$ cat src/rtl/seg7_pkg.sv
// Shared types, hex font and polarity helpers for the 7-segment scanner.
// Latency: n/a (declarations only).
// Backpressure: n/a.
package seg7_pkg;

  typedef enum logic [1:0] {
    IDLE  = 2'd0,
    BLANK = 2'd1,
    ON    = 2'd2
  } scan_state_t;

  // Active-high segment patterns, bit 0 = A ... bit 6 = G.
  localparam logic [6:0] HEX_FONT [16] = '{
    7'h3F, 7'h06, 7'h5B, 7'h4F,   // 0 1 2 3
    7'h66, 7'h6D, 7'h7D, 7'h07,   // 4 5 6 7
    7'h7F, 7'h6F, 7'h77, 7'h7C,   // 8 9 A b
    7'h39, 7'h5E, 7'h79, 7'h71    // C d E F
  };

  // Map an active-high segment vector onto the board's pin level.
  function automatic logic [6:0] seg_level(input logic [6:0] lit, input logic active_low);
    return active_low ? ~lit : lit;
  endfunction

  // Map a single active-high enable onto the board's pin level.
  function automatic logic bit_level(input logic lit, input logic active_low);
    return lit ^ active_low;
  endfunction

endpackage

$ cat src/rtl/seg7_hex_decode.sv
// 4-bit hex code to active-high 7-segment pattern.
// Latency: combinational.
// Backpressure: none.
module seg7_hex_decode
  import seg7_pkg::*;
(
  input  logic [3:0] code,
  output logic [6:0] seg
);

  // Font lookup.
  always_comb begin
    seg = HEX_FONT[code];
  end

endmodule

$ cat src/rtl/seg7_scan_mux.sv
// Time-multiplexed 7-segment bank driver with LZ blanking, masks, PWM and anti-ghost blank.
// Latency: outputs registered; each edge's outputs reflect the state entered on that edge.
// Backpressure: none; inputs are sampled once per frame at the start of digit 0's slot.
module seg7_scan_mux
  import seg7_pkg::*;
#(
  parameter int NUM_DIGITS       = 5,
  parameter int DIV_COUNT        = 8000,
  parameter int BLANK_CYCLES     = 16,
  parameter int BRIGHT_W         = 3,
  parameter bit DIGIT_ACTIVE_LOW = 1'b1,
  parameter bit SEG_ACTIVE_LOW   = 1'b0
)
(
  input  logic                    Clock,
  input  logic                    Reset,
  input  logic                    enable,
  input  logic [4*NUM_DIGITS-1:0] digits,
  input  logic [NUM_DIGITS-1:0]   blank_mask,
  input  logic [NUM_DIGITS-1:0]   dp_mask,
  input  logic                    lz_suppress,
  input  logic [BRIGHT_W-1:0]     brightness,
  output logic [NUM_DIGITS-1:0]   DisplayGround,
  output logic [6:0]              inputDisplay,
  output logic                    dp,
  output logic                    frame_done
);

  localparam int SLOT_W = (DIV_COUNT > 1) ? $clog2(DIV_COUNT) : 1;
  localparam int IDX_W  = (NUM_DIGITS > 1) ? $clog2(NUM_DIGITS) : 1;

  localparam logic [SLOT_W-1:0] SLOT_LAST  = SLOT_W'(DIV_COUNT - 1);
  // Unreachable when BLANK_CYCLES is 0 because BLANK is never entered then.
  localparam logic [SLOT_W-1:0] BLANK_LAST = SLOT_W'(BLANK_CYCLES - 1);
  localparam logic [IDX_W-1:0]  IDX_LAST   = IDX_W'(NUM_DIGITS - 1);
  localparam scan_state_t       SLOT_START = (BLANK_CYCLES == 0) ? ON : BLANK;

  // Everything the display shows for one frame, frozen at frame start.
  typedef struct packed {
    logic [4*NUM_DIGITS-1:0] digits;
    logic [NUM_DIGITS-1:0]   blank;
    logic [NUM_DIGITS-1:0]   dp;
    logic                    lz;
    logic [BRIGHT_W-1:0]     bright;
  } frame_t;

  scan_state_t          state, state_nx;
  logic [SLOT_W-1:0]    slot_cnt, slot_nx;
  logic [IDX_W-1:0]     idx, idx_nx;
  logic [BRIGHT_W-1:0]  pwm_cnt, pwm_nx;
  frame_t               frame, frame_nx, frame_in;

  logic [3:0]            cur_code;
  logic                  cur_blank, cur_dp, cur_lz;
  logic                  zero_run;
  logic [NUM_DIGITS-1:0] lz_dark;
  logic                  pwm_on, drive, seg_lit, dp_lit, gnd_lit;
  logic [NUM_DIGITS-1:0] gnd_onehot;
  logic [6:0]            font_seg, seg_nx;
  logic                  frame_done_nx;

  assign frame_in = '{digits: digits, blank: blank_mask, dp: dp_mask,
                      lz: lz_suppress, bright: brightness};

  // State, counters and shadow registers.
  always_ff @(posedge Clock) begin
    if (Reset) begin
      state    <= IDLE;
      slot_cnt <= '0;
      idx      <= '0;
      pwm_cnt  <= '0;
      frame    <= '0;
    end else begin
      state    <= state_nx;
      slot_cnt <= slot_nx;
      idx      <= idx_nx;
      pwm_cnt  <= pwm_nx;
      frame    <= frame_nx;
    end
  end

  // Next-state: slot sequencing, digit advance and frame capture at digit 0 start.
  always_comb begin
    state_nx = state;
    slot_nx  = slot_cnt;
    idx_nx   = idx;
    pwm_nx   = pwm_cnt;
    frame_nx = frame;
    if (!enable) begin
      state_nx = IDLE;
      slot_nx  = '0;
      idx_nx   = '0;
      pwm_nx   = '0;
    end else begin
      case (state)
        IDLE: begin
          state_nx = SLOT_START;
          slot_nx  = '0;
          idx_nx   = '0;
          pwm_nx   = '0;
          frame_nx = frame_in;
        end
        BLANK: begin
          slot_nx = slot_cnt + SLOT_W'(1);
          if (slot_cnt == BLANK_LAST) begin
            state_nx = ON;
          end
        end
        ON: begin
          if (slot_cnt == SLOT_LAST) begin
            state_nx = SLOT_START;
            slot_nx  = '0;
            pwm_nx   = '0;
            if (idx == IDX_LAST) begin
              idx_nx   = '0;
              frame_nx = frame_in;
            end else begin
              idx_nx = idx + IDX_W'(1);
            end
          end else begin
            slot_nx = slot_cnt + SLOT_W'(1);
            pwm_nx  = pwm_cnt + BRIGHT_W'(1);
          end
        end
        default: state_nx = IDLE;
      endcase
    end
  end

  // Select the digit being entered and work out whether it is lit.
  always_comb begin
    cur_code   = '0;
    cur_blank  = 1'b0;
    cur_dp     = 1'b0;
    cur_lz     = 1'b0;
    zero_run   = 1'b1;
    lz_dark    = '0;
    gnd_onehot = '0;
    // A digit is a leading zero when it and every digit to its left are zero.
    for (int i = NUM_DIGITS - 1; i >= 0; i--) begin
      zero_run   = zero_run & (frame_nx.digits[4*i +: 4] == 4'h0);
      lz_dark[i] = frame_nx.lz & zero_run & (i > 0);
    end
    for (int i = 0; i < NUM_DIGITS; i++) begin
      if (idx_nx == IDX_W'(i)) begin
        cur_code  = frame_nx.digits[4*i +: 4];
        cur_blank = frame_nx.blank[i];
        cur_dp    = frame_nx.dp[i];
        cur_lz    = lz_dark[i];
      end
    end
    pwm_on  = (&frame_nx.bright) || (pwm_nx < frame_nx.bright);
    drive   = (state_nx == ON) && !cur_blank && pwm_on;
    seg_lit = drive && !cur_lz;
    // A suppressed zero may still show its decimal point.
    dp_lit  = drive && cur_dp;
    gnd_lit = seg_lit || dp_lit;
    for (int i = 0; i < NUM_DIGITS; i++) begin
      gnd_onehot[i] = gnd_lit && (idx_nx == IDX_W'(i));
    end
    seg_nx        = seg_lit ? font_seg : 7'h00;
    frame_done_nx = (state_nx == ON) && (slot_nx == SLOT_LAST) && (idx_nx == IDX_LAST);
  end

  seg7_hex_decode u_dec (
    .code (cur_code),
    .seg  (font_seg)
  );

  // Output registers, polarity applied here.
  always_ff @(posedge Clock) begin
    if (Reset) begin
      DisplayGround <= {NUM_DIGITS{DIGIT_ACTIVE_LOW}};
      inputDisplay  <= seg_level(7'h00, SEG_ACTIVE_LOW);
      dp            <= bit_level(1'b0, SEG_ACTIVE_LOW);
      frame_done    <= 1'b0;
    end else begin
      DisplayGround <= gnd_onehot ^ {NUM_DIGITS{DIGIT_ACTIVE_LOW}};
      inputDisplay  <= seg_level(seg_nx, SEG_ACTIVE_LOW);
      dp            <= bit_level(dp_lit, SEG_ACTIVE_LOW);
      frame_done    <= frame_done_nx;
    end
  end

endmodule
$ cat config.mk
export PLATFORM = sky130hd
export DESIGN_NAME = seg7_scan_mux
export DESIGN_NICKNAME = d
export VERILOG_FILES = /design/src/rtl/seg7_pkg.sv /design/src/rtl/seg7_hex_decode.sv /design/src/rtl/seg7_scan_mux.sv
export SDC_FILE = /design/constraint.sdc
export NUM_CORES = 1
export LEC_CHECK = 0
export BUFFER_PORTS_ARGS = -buffer_cell sky130_fd_sc_hd__buf_2
export CAP_MARGIN = 0
export CORE_ASPECT_RATIO = 0.7
export CORE_MARGIN = 2
export CORE_UTILIZATION = 40
export CTS_CLUSTER_SIZE = 28
export DETAILED_ROUTE_END_ITERATION = 12
export PLACE_DENSITY_LB_ADDON = 0.05
export SYNTH_ARGS = -nofsm -noshare
export SYNTH_HDL_FRONTEND = slang
export SYNTH_SLANG_ARGS = --single-unit
$ cat constraint.sdc
create_clock -name Clock -period 4.5 [get_ports Clock]
set_input_delay 0.45 -clock Clock [delete_from_list [all_inputs] [get_ports Clock]]
set_output_delay 0.45 -clock Clock [all_outputs]
set_load 0.02 [all_outputs]
# Word level (Yosys, flattened, before mapping)

Memories as Yosys holds them, arrays and structs flattened. A register that Yosys moved wholly into a read port is not among the register bits.
Index checks and enable logic that the tools add are counted.

Muxes and demuxes: 37
Reduce and logical (&&, ||, !) cells: 23
Bitwise operators: 10
Add/subtract/negate cells: 3
Equality and inequality tests: 11
Magnitude comparators: 1

Operator list:

| cell                                                 | count |
|---|---|
| 2-to-1 mux 34 bit                                    | 3 |
| one-hot mux 34 bit (2 select lines)                  | 1 |
| one-hot mux 13 bit (3 select lines)                  | 1 |
| equality test 13 bit, second input constant          | 2 |
| 2-to-1 mux 13 bit                                    | 2 |
| 2-to-1 mux 4 bit                                     | 5 |
| zero test 4 bit                                      | 4 |
| 2-to-1 mux 3 bit                                     | 5 |
| 2-to-1 mux 1 bit                                     | 14 |
| adder 13 x 1 -> 13 bit, second input constant        | 1 |
| equality test 13 x 4 -> 1 bit, second input constant | 1 |
| one-hot mux 3 bit (2 select lines)                   | 2 |
| logical AND 1 bit                                    | 11 |
| AND 1 bit                                            | 7 |
| adder 3 x 1 -> 3 bit, second input constant          | 2 |
| equality test 3 x 2 -> 1 bit, second input constant  | 2 |
| equality test 3 bit, second input constant           | 2 |
| 2-to-1 mux 2 bit                                     | 3 |
| one-hot mux 2 bit (3 select lines)                   | 1 |
| inverter 4 -> 5 bit                                  | 1 |
| inverter 5 bit                                       | 1 |
| equality test 2 bit, second input constant           | 2 |
| equality test 3 x 1 -> 1 bit, second input constant  | 1 |
| zero test 3 bit                                      | 1 |
| other kinds (8)                                      | 10 |

Bits of input ports: 37
Output and inout bits: 14
Memories kept: 1
Bits in read-only memories: 112
Bits in registers: 62

Memory list:

| memory           | words | width | rd ports | clocked after memory_dff | write ports | RTL line              | text |
|---|---|---|---|---|---|---|---|
| (name not given) | 16    | 7     | 1        | 1                        | 0           | seg7_hex_decode.sv:13 | `seg = HEX_FONT[code];` |

# Logic depth before layout (Yosys ltp)

Gate-level depths: netlist of run 1.

Depth in word-level cells: 19
Mapped depth: 17
Gate-level depth less buffers: 15

# By module

Synthesis of run 1 repeated with hierarchy kept, for this count alone.

Cell total of the unflattened synthesis: 468
Area total of the unflattened synthesis: 3900.0 µm²

Modules (own cells, without submodules):

| module          | instances | area an instance (µm²) | sequential area each (µm²) | cells each |
|---|---|---|---|---|
| seg7_scan_mux   | 1         | 3609.7                 | 1381.3                     | 435 |
| seg7_hex_decode | 1         | 290.3                  | 0.0                        | 33 |

# Worst setup path after synthesis of run 1

Ideal clock, no wire load.

Path type: register to register
Start: reg slot_cnt[0]
End: reg inputDisplay[4]
Required time: 4397 ps
Setup slack: 1068 ps
Clock period less this slack: 3432 ps
Stages on the path, launching flop included: 15
Data arrival time: 3328 ps
Buffers on the path: 3
Path through: dfxtp_1 -> ha_1 -> nand4b_4 -> o41ai_2 -> nand2_1 -> buf_2 -> buf_2 -> buf_2 -> mux2i_1 -> o22ai_1 -> or3_1 -> inv_1 -> ha_1 -> a211oi_2 -> a2111oi_2

Word-level cells in the longest chain between the ends: 17

RTL lines:

| item                                | RTL line             | text |
|---|---|---|
| from (decl)                         | seg7_scan_mux.sv:48  | `logic [SLOT_W-1:0] slot_cnt, slot_nx;` |
| from (signal assigned)              | seg7_scan_mux.sv:75  | `slot_cnt <= slot_nx;` |
| equality test 13 bit                | seg7_scan_mux.sv:110 | `if (slot_cnt == SLOT_LAST) begin` |
| 2-to-1 mux 34 bit                   | seg7_scan_mux.sv:110 |  |
| one-hot mux 34 bit (2 select lines) | seg7_scan_mux.sv:95  | `case (state)` |
| 2-to-1 mux 34 bit                   | seg7_scan_mux.sv:89  | `if (!enable) begin` |
| zero test 4 bit                     | seg7_scan_mux.sv:141 | `zero_run = zero_run & (frame_nx.digits[4*i +: 4] == 4'h0);` |
| AND 1 bit (3 in a row)              | seg7_scan_mux.sv:141 |  |
| AND 1 bit                           | seg7_scan_mux.sv:142 | `lz_dark[i] = frame_nx.lz & zero_run & (i > 0);` |
| 2-to-1 mux 1 bit (4 in a row)       | seg7_scan_mux.sv:145 | `if (idx_nx == IDX_W'(i)) begin` |
| zero test 1 bit                     | seg7_scan_mux.sv:154 | `seg_lit = drive && !cur_lz;` |
| logical AND 1 bit                   | seg7_scan_mux.sv:154 |  |
| inverter 1 bit (no line)            | n/a                  |  |
| OR reduction 2 bit (no line)        | n/a                  |  |
| to (decl)                           | seg7_scan_mux.sv:24  | `output logic [6:0] inputDisplay,` |

Several ways; a longest one is shown, not always the timed one.
A chain may end at the register's enable or synchronous reset.

# Worst setup path in the final report of run 1

Start: reg slot_cnt[0]
End: reg inputDisplay[1]

Same word-level chain as after synthesis.

==> results of run 1 <==
power breakdown:
group / total [mW] / switching [mW] / internal [mW]
Combinational: 0.156 / 0.0919 / 0.0638
Clock: 0.691 / 0.262 / 0.428
Sequential: 0.640 / 0.0101 / 0.630
Total: 1.49 / 0.364 / 1.12
metal layers:
metal  up-vias  track usage
met1      1394       0.3066
met5         -            0
met4         0      0.05775
met2        73       0.2505
met3         7      0.05242
li1       1521            -
stage by stage:
step                area, um^2  total power [mW]  instances  worst slack (ns)
global placement          4083            0.8099        553            0.8216
floorplan                 3776            0.7570        399             1.068
detailed placement        4083            0.8079        553            0.7222
global route              4368             1.546        569            0.4854
finish                    4368             1.487        569            0.6918
CTS                       4368             1.499        569            0.7313
how the worst min path moves through the flow:
stage	start	endpoint	slack, ns	cells past startpoint
3_5_place_dp	frame[3]	frame[3]	0.46	2
2_1_floorplan	frame[3]	frame[3]	0.44	2
3_3_place_gp	frame[3]	frame[3]	0.45	2
6_report	digits[11]	frame[25]	0.39	3
5_1_grt	blank_mask[1]	frame[10]	0.41	3
4_1_cts	digits[11]	frame[25]	0.39	3
final cells by class:
cell class              count  area [um^2]
repair buffers             52        277.8
multi-input cells         298         2231
well taps                 124        155.1
inverters                  10        37.54
clock inverters             4        48.80
flip-flops and latches     69         1381
clock buffers              12        236.5
fillers                   872         4740
registers in the layout, summed over array words and instances, names as in the netlist:
signal,cells
inputDisplay,7
frame,34
DisplayGround,5
idx,3
pwm_cnt,3
slot_cnt,13
frame_done,1
state,2
dp,1
layout by cell type, fill, tap and decap left out, types with 4 or more instances in the layout:
cell       instances
a21oi_1           12
buf_2             50
clkbuf_16          9
dfxtp_1           69
ha_1              13
inv_1             10
mux2i_1           36
nand2_1           23
nand2b_1           6
nand3_1           14
nor2_1            65
nor2b_1            5
nor3_1             4
nor4_1             6
o21a_1             4
o21ai_0            7
or3_1              6
or4_1              4
xnor2_1            6
xor2_1             8
cells by family after synthesis:
logic type               synth area share
AND/OR/NAND/NOR                    0.2204
AO/OA/AOI/OAI                      0.1769
flip-flops                         0.3658
multiplexers                       0.1173
buffers and inverters             0.04407
XOR/XNOR                          0.03247
adder cells (fa/ha/maj)           0.04308
worst max-delay path, cell delays in order (launching register included):
cell and delay (ns):
dfxtp_1 0.36, ha_1 0.27, nand4b_4 0.16, or4_4 0.64, o32ai_4 0.39, o211a_1 0.50, o2bb2ai_1 0.17, o21ai_0 0.08
o21ai_0 0.25, inv_1 0.22, ha_1 0.25, nor2_1 0.11, a21oi_1 0.05, o221a_1 0.25
==> impl_metrics.env, run 1 <==
export IMPL_finalHoldViolCount=0
export IMPL_yosys_warnings=0
export IMPL_antenna_cells=0
export IMPL_drt_total_wl_um=9489
export IMPL_max_clock_path_buffers=2
export IMPL_synth_edff_count=0
export IMPL_rrSetupSlack_ns=0.69
export IMPL_rsz0062_at_grt="false"
export IMPL_synthArstFlopShare=0
export IMPL_drc_errors=0
export IMPL_seq_area_frac_synth=0.3658
export IMPL_synth_area_um2=3776
export IMPL_start_util=0.4146
export IMPL_place_congestion=0.8202
export IMPL_critPathRequiredTime_ns=4.73
export IMPL_cts_sinks=69
export IMPL_worstRegToRegCells=13
export IMPL_io_pins=51
export IMPL_gr_usage_all_layers=0.1947
export IMPL_cts_tree="built"
export IMPL_grt_max_degree=39
export IMPL_rows=29
export IMPL_critPathKind="flip-flop to flip-flop"
export IMPL_post_cts_setup_buffer_count=0
export IMPL_critPathMaxFanout=13
export IMPL_viasPerCell=5.264
export IMPL_core_um2=9107
export IMPL_area_delta_synth_final_pct=15.67
export IMPL_fmax_ghz=0.2626
export IMPL_synth_cell_types=76
export IMPL_skew_ns=0.004913
export IMPL_hold_path_class="input port to flip-flop"
export IMPL_grt_pass1_wl_um=15500
export IMPL_yosysMostFrequentCell="dfxtp_1"
export IMPL_end_kind="flip-flop"
export IMPL_nets=490
export IMPL_min_period_ns=3.808
export IMPL_synth_cells=399
export IMPL_max_slew_margin=0.4823
export IMPL_synth_seq_cells=69
export IMPL_yosys_top_cells_count="69 x dfxtp_1, 65 x nor2_1, 36 x mux2i_1"
export IMPL_cts_root_buffer="clkbuf_16"
export IMPL_antenna_found_initial=0
export IMPL_die_w_um=120.1
export IMPL_power_leakage_nw=1.816
export IMPL_dp_hpwl_um=7025
export IMPL_ant_nets=0
export IMPL_ys_top_cells_by_area="dfxtp_1 37%, mux2i_1 9.5%, nor2_1 6.5%"
export IMPL_highest_signal_layer="met4"
export IMPL_wl_met3_um=502
export IMPL_htreeDepth=3
export IMPL_fin_util=0.4796
export IMPL_cap_violations=0
export IMPL_grt_ovfl_total=0
export IMPL_fp_dieH_um=85.29
export IMPL_wl_met2_um=3552
export IMPL_synth_nets=449
export IMPL_drv_slew=0
export IMPL_startpoint="slot_cnt[0]"
export IMPL_portBuffers=50
export IMPL_synth_top_area_cell="dfxtp_1"
export IMPL_synth_top_area_share=0.3658
export IMPL_grt_pass1_vias=2922
export IMPL_synthFlopType="dfxtp_1"
export IMPL_reg2reg_to="inputDisplay[1]"
export IMPL_worst_slew_pin_slew_ns=0.7755
export IMPL_drive_above_1_share=0.2225
export IMPL_vias=2995
export IMPL_tns_ns=0
export IMPL_critPathLaunchType="flip-flop"
export IMPL_dr_pass1_iters=4
export IMPL_r2r_start="slot_cnt[0]"
export IMPL_ir_drop_v=0.0002114
export IMPL_met1_length_um=5335
export IMPL_endpoint="inputDisplay[1]"
export IMPL_drt_iter0_markers=210
export IMPL_path_clk_slew_ns=0.06
export IMPL_setup_viol=0
export IMPL_die_area_um2=10250
export IMPL_post_drt_wl_per_cell_um=16.68
export IMPL_worstPathArrival_ns=4.03
export IMPL_whs_ns=0.3933
export IMPL_ctsHoldBuffers=0
export IMPL_clock_latency_ns=0.34
export IMPL_period_share=0.8463
export IMPL_status="finished clean"
export IMPL_cts_resized=0
export IMPL_cts_buffers=9
export IMPL_avgSynthCellArea_um2=9.464
export IMPL_powerDensity_nw_per_um2=340.4
Note: power is estimated with default switching activity, not from simulation.
==> run 2: changes to the inputs <==
--- a/config.mk
+++ b/config.mk
@@ -5,6 +5,7 @@
 export SDC_FILE = /design/constraint.sdc
 export NUM_CORES = 1
 export LEC_CHECK = 0
+export ABC_AREA = 1
 export BUFFER_PORTS_ARGS = -buffer_cell sky130_fd_sc_hd__buf_2
 export CAP_MARGIN = 0
 export CORE_ASPECT_RATIO = 0.7
==> constraint.sdc (replaced) <==
create_clock -name Clock -period 3.2 [get_ports Clock]
set_input_delay 0.32 -clock Clock [delete_from_list [all_inputs] [get_ports Clock]]
set_output_delay 0.32 -clock Clock [all_outputs]
set_load 0.02 [all_outputs]
==> run 2 against run 1 <==
  * Global-route usage grew 1.5 points
  * Routed wire length grew 9.7%
  * Sequential power grew 40%
  * Non-clock buffer count grew 13
  * Largest power group unchanged
==> impl_metrics.env, run 2 <==
export IMPL_antenna_found_initial=0
export IMPL_nets=680
export IMPL_synth_nets=620
export IMPL_drive_above_1_share=0.1956
export IMPL_post_place_ws_ns=0.09007
export IMPL_antenna_cells=0
export IMPL_multi_input_area_um2=2002
export IMPL_finalHoldViolCount=0
export IMPL_path_clk_slew_ns=0.05
export IMPL_period_share=0.9377
export IMPL_powerDensity_nw_per_um2=465.7
export IMPL_tns_ns=0
export IMPL_io_pins=51
export IMPL_fp_dieH_um=85.76
export IMPL_seqPwrFrac=0.417
export IMPL_critPathKind="flip-flop to flip-flop"
export IMPL_synth_edff_count=0
export IMPL_worst_slew_pin_slew_ns=0.7777
export IMPL_setup_viol=0
export IMPL_critPathRequiredTime_ns=3.46
export IMPL_status="finished clean"
export IMPL_drt_iter0_markers=223
export IMPL_cts_root_buffer="clkbuf_16"
export IMPL_p_comb_frac=0.123
export IMPL_synth_cell_types=39
export IMPL_min_path_cells=3
export IMPL_ir_drop_v=0.0002984
export IMPL_place_congestion=0.9337
export IMPL_intPower_mw=1.632
export IMPL_ctsHoldBuffers=0
export IMPL_yosys_warnings=0
export IMPL_final_cell_mix="121 x nand2_1, 88 x inv_1, 84 x nor2_1"
export IMPL_post_drt_wl_per_cell_um=13.73
export IMPL_die_w_um=120.8
export IMPL_power_switching_mw=0.5185
export IMPL_synth_top_area_share=0.3616
export IMPL_largest_register="frame"
export IMPL_end_kind="flip-flop"
export IMPL_power_leakage_nw=2.234
export IMPL_clock_latency_ns=0.33
export IMPL_rows=29
export IMPL_yosys_top_cells_count="123 x nand2_1, 89 x inv_1, 84 x nor2_1"
export IMPL_hold_start="brightness[2]"
export IMPL_p_clk_frac=0.460
export IMPL_num_fill_cells=950
export IMPL_seq_area_um2=1383
export IMPL_yosysMostFrequentCell="nand2_1"
export IMPL_ys_top_cells_by_area="dfxtp_1 36%, nand2_1 12%, inv_1 8.7%"
export IMPL_gr_usage_all_layers=0.2096
export IMPL_seq_area_frac_synth=0.3616
export IMPL_htreeDepth=3
export IMPL_rsz0062_at_grt="false"
export IMPL_vias=3644
export IMPL_largest_reg_flops=34
export IMPL_p_sw_frac=0.2411
export IMPL_synth_cells=570
export IMPL_avgSynthCellArea_um2=6.702
export IMPL_skew_ns=0.005000
export IMPL_mostFrequentLayoutCell="nand2_1"
export IMPL_startpoint="state[0]"
export IMPL_layout_setup_ws_ns=0.1993
export IMPL_cts_buffers=9
export IMPL_max_slew_margin=0.4796
export IMPL_ant_nets=0
export IMPL_dp_hpwl_um=7803
export IMPL_synth_top_area_cell="dfxtp_1"
export IMPL_fmax_ghz=0.3333
export IMPL_viasPerCell=4.807
export IMPL_reg2reg_to="inputDisplay[3]"
export IMPL_hold_path_class="input port to flip-flop"
export IMPL_grt_pass1_vias=3326
export IMPL_area_delta_synth_final_pct=20.86
export IMPL_portBuffers=50
export IMPL_max_clock_path_buffers=2
export IMPL_synth_area_um2=3820
export IMPL_r2r_start="state[0]"
export IMPL_grt_ovfl_total=0
export IMPL_synthArstFlopShare=0
export IMPL_dr_pass1_iters=5
export IMPL_whs_ns=0.2611
export IMPL_cts_sinks=69
export IMPL_drv_slew=0
export IMPL_die_area_um2=10360
export IMPL_rrSetupSlack_ns=0.20
export IMPL_critPathMaxFanout=9
export IMPL_min_period_ns=3.001
export IMPL_drc_errors=0
export IMPL_core_um2=9180
export IMPL_cts_tree="built"
export IMPL_worstPathArrival_ns=3.26
export IMPL_cap_violations=0
export IMPL_critPathLaunchType="flip-flop"
export IMPL_min_to="frame[2]"
export IMPL_grt_pass1_wl_um=16790
export IMPL_reg_top3="frame: 34 flops, slot_cnt: 13 flops, inputDisplay: 7 flops"
export IMPL_worstRegToRegCells=15
export IMPL_drt_total_wl_um=10410
export IMPL_synthFlopType="dfxtp_1"
export IMPL_start_util=0.4161
export IMPL_synth_seq_cells=69
export IMPL_grt_max_degree=37
==> run 2: final cells by class <==
class / instances / share of cell area
Multi-Input combinational cell: 389 / 0.4336
Sequential cell: 69 / 0.2995
Timing Repair Buffer: 65 / 0.09160
Inverter: 96 / 0.07805
Clock buffer: 14 / 0.05718
Tap cell: 124 / 0.03360
Clock inverter: 1 / 0.006504
==> run 2: cells by family after synthesis <==
group                      count (synthesis)  synth area share
adders and majority gates                 13           0.04258
and+or+nand+nor                          307            0.3626
muxes                                      3          0.008189
buffers and inverters                    112            0.1212
DFF                                       69            0.3616
xor gates and xnor gates                   6           0.01376
AOI/OAI and AO/OA                         60           0.09008
==> run 2: metrics by stage <==
stage	instance area [um^2]	instances	total power, mW	utilization
finish	4617	758	2.150	0.5029
global route	4617	758	2.258	0.5029
CTS	4502	751	2.157	0.4904
detailed placement	4208	736	1.155	0.4584
global placement	4208	736	1.153	0.4584
floorplan	3820	570	1.081	-
==> run 2: per-layer routing <==
metal,vias to the layer above,GRT usage,part of all wire
met5,-,0,0
met4,0,0.05497,0.0084
met3,8,0.05718,0.069
met2,109,0.2666,0.35
met1,1620,0.3354,0.57
li1,1907,-,-
==> run 2: worst max path at each step <==
stage | end | slack [ns] | cells after the start
after floorplan | inputDisplay[3] | 0.60 | 20
after global routing | inputDisplay[3] | 0.005 | 20
after global placement | inputDisplay[3] | 0.11 | 16
after CTS | inputDisplay[3] | 0.09 | 18
final | inputDisplay[3] | 0.20 | 15
after detailed placement | inputDisplay[3] | 0.09 | 16
==> run 2: what timing repair did <==
action                                  in CTS  in global routing
endpoints found under the setup margin       0                 12
gates resized for setup                      0                 12
buffers inserted                             0                  5
==> run 2: critical path: stages, from the launching register on <==
cell	delay, ns
dfxtp_1	0.40
nor2_1	0.65
nand3_1	0.18
o21ai_2	0.12
nand2_4	0.12
inv_2	0.09
nand2_2	0.14
or2_1	0.24
nand4_1	0.19
inv_1	0.14
ha_1	0.29
inv_1	0.05
nand2_1	0.06
nand2_1	0.06
nand2_1	0.05
a21oi_1	0.15
==> run 2: power by group through the flow <==
stage          clock, mW  sequential, mW  combinational [mW]
2_1_floorplan          0           0.911               0.170
3_3_place_gp           0           0.913               0.240
3_5_place_dp           0           0.914               0.241
4_1_cts             1.02           0.895               0.242
5_1_grt             1.06           0.898               0.300
6_report           0.990           0.896               0.265
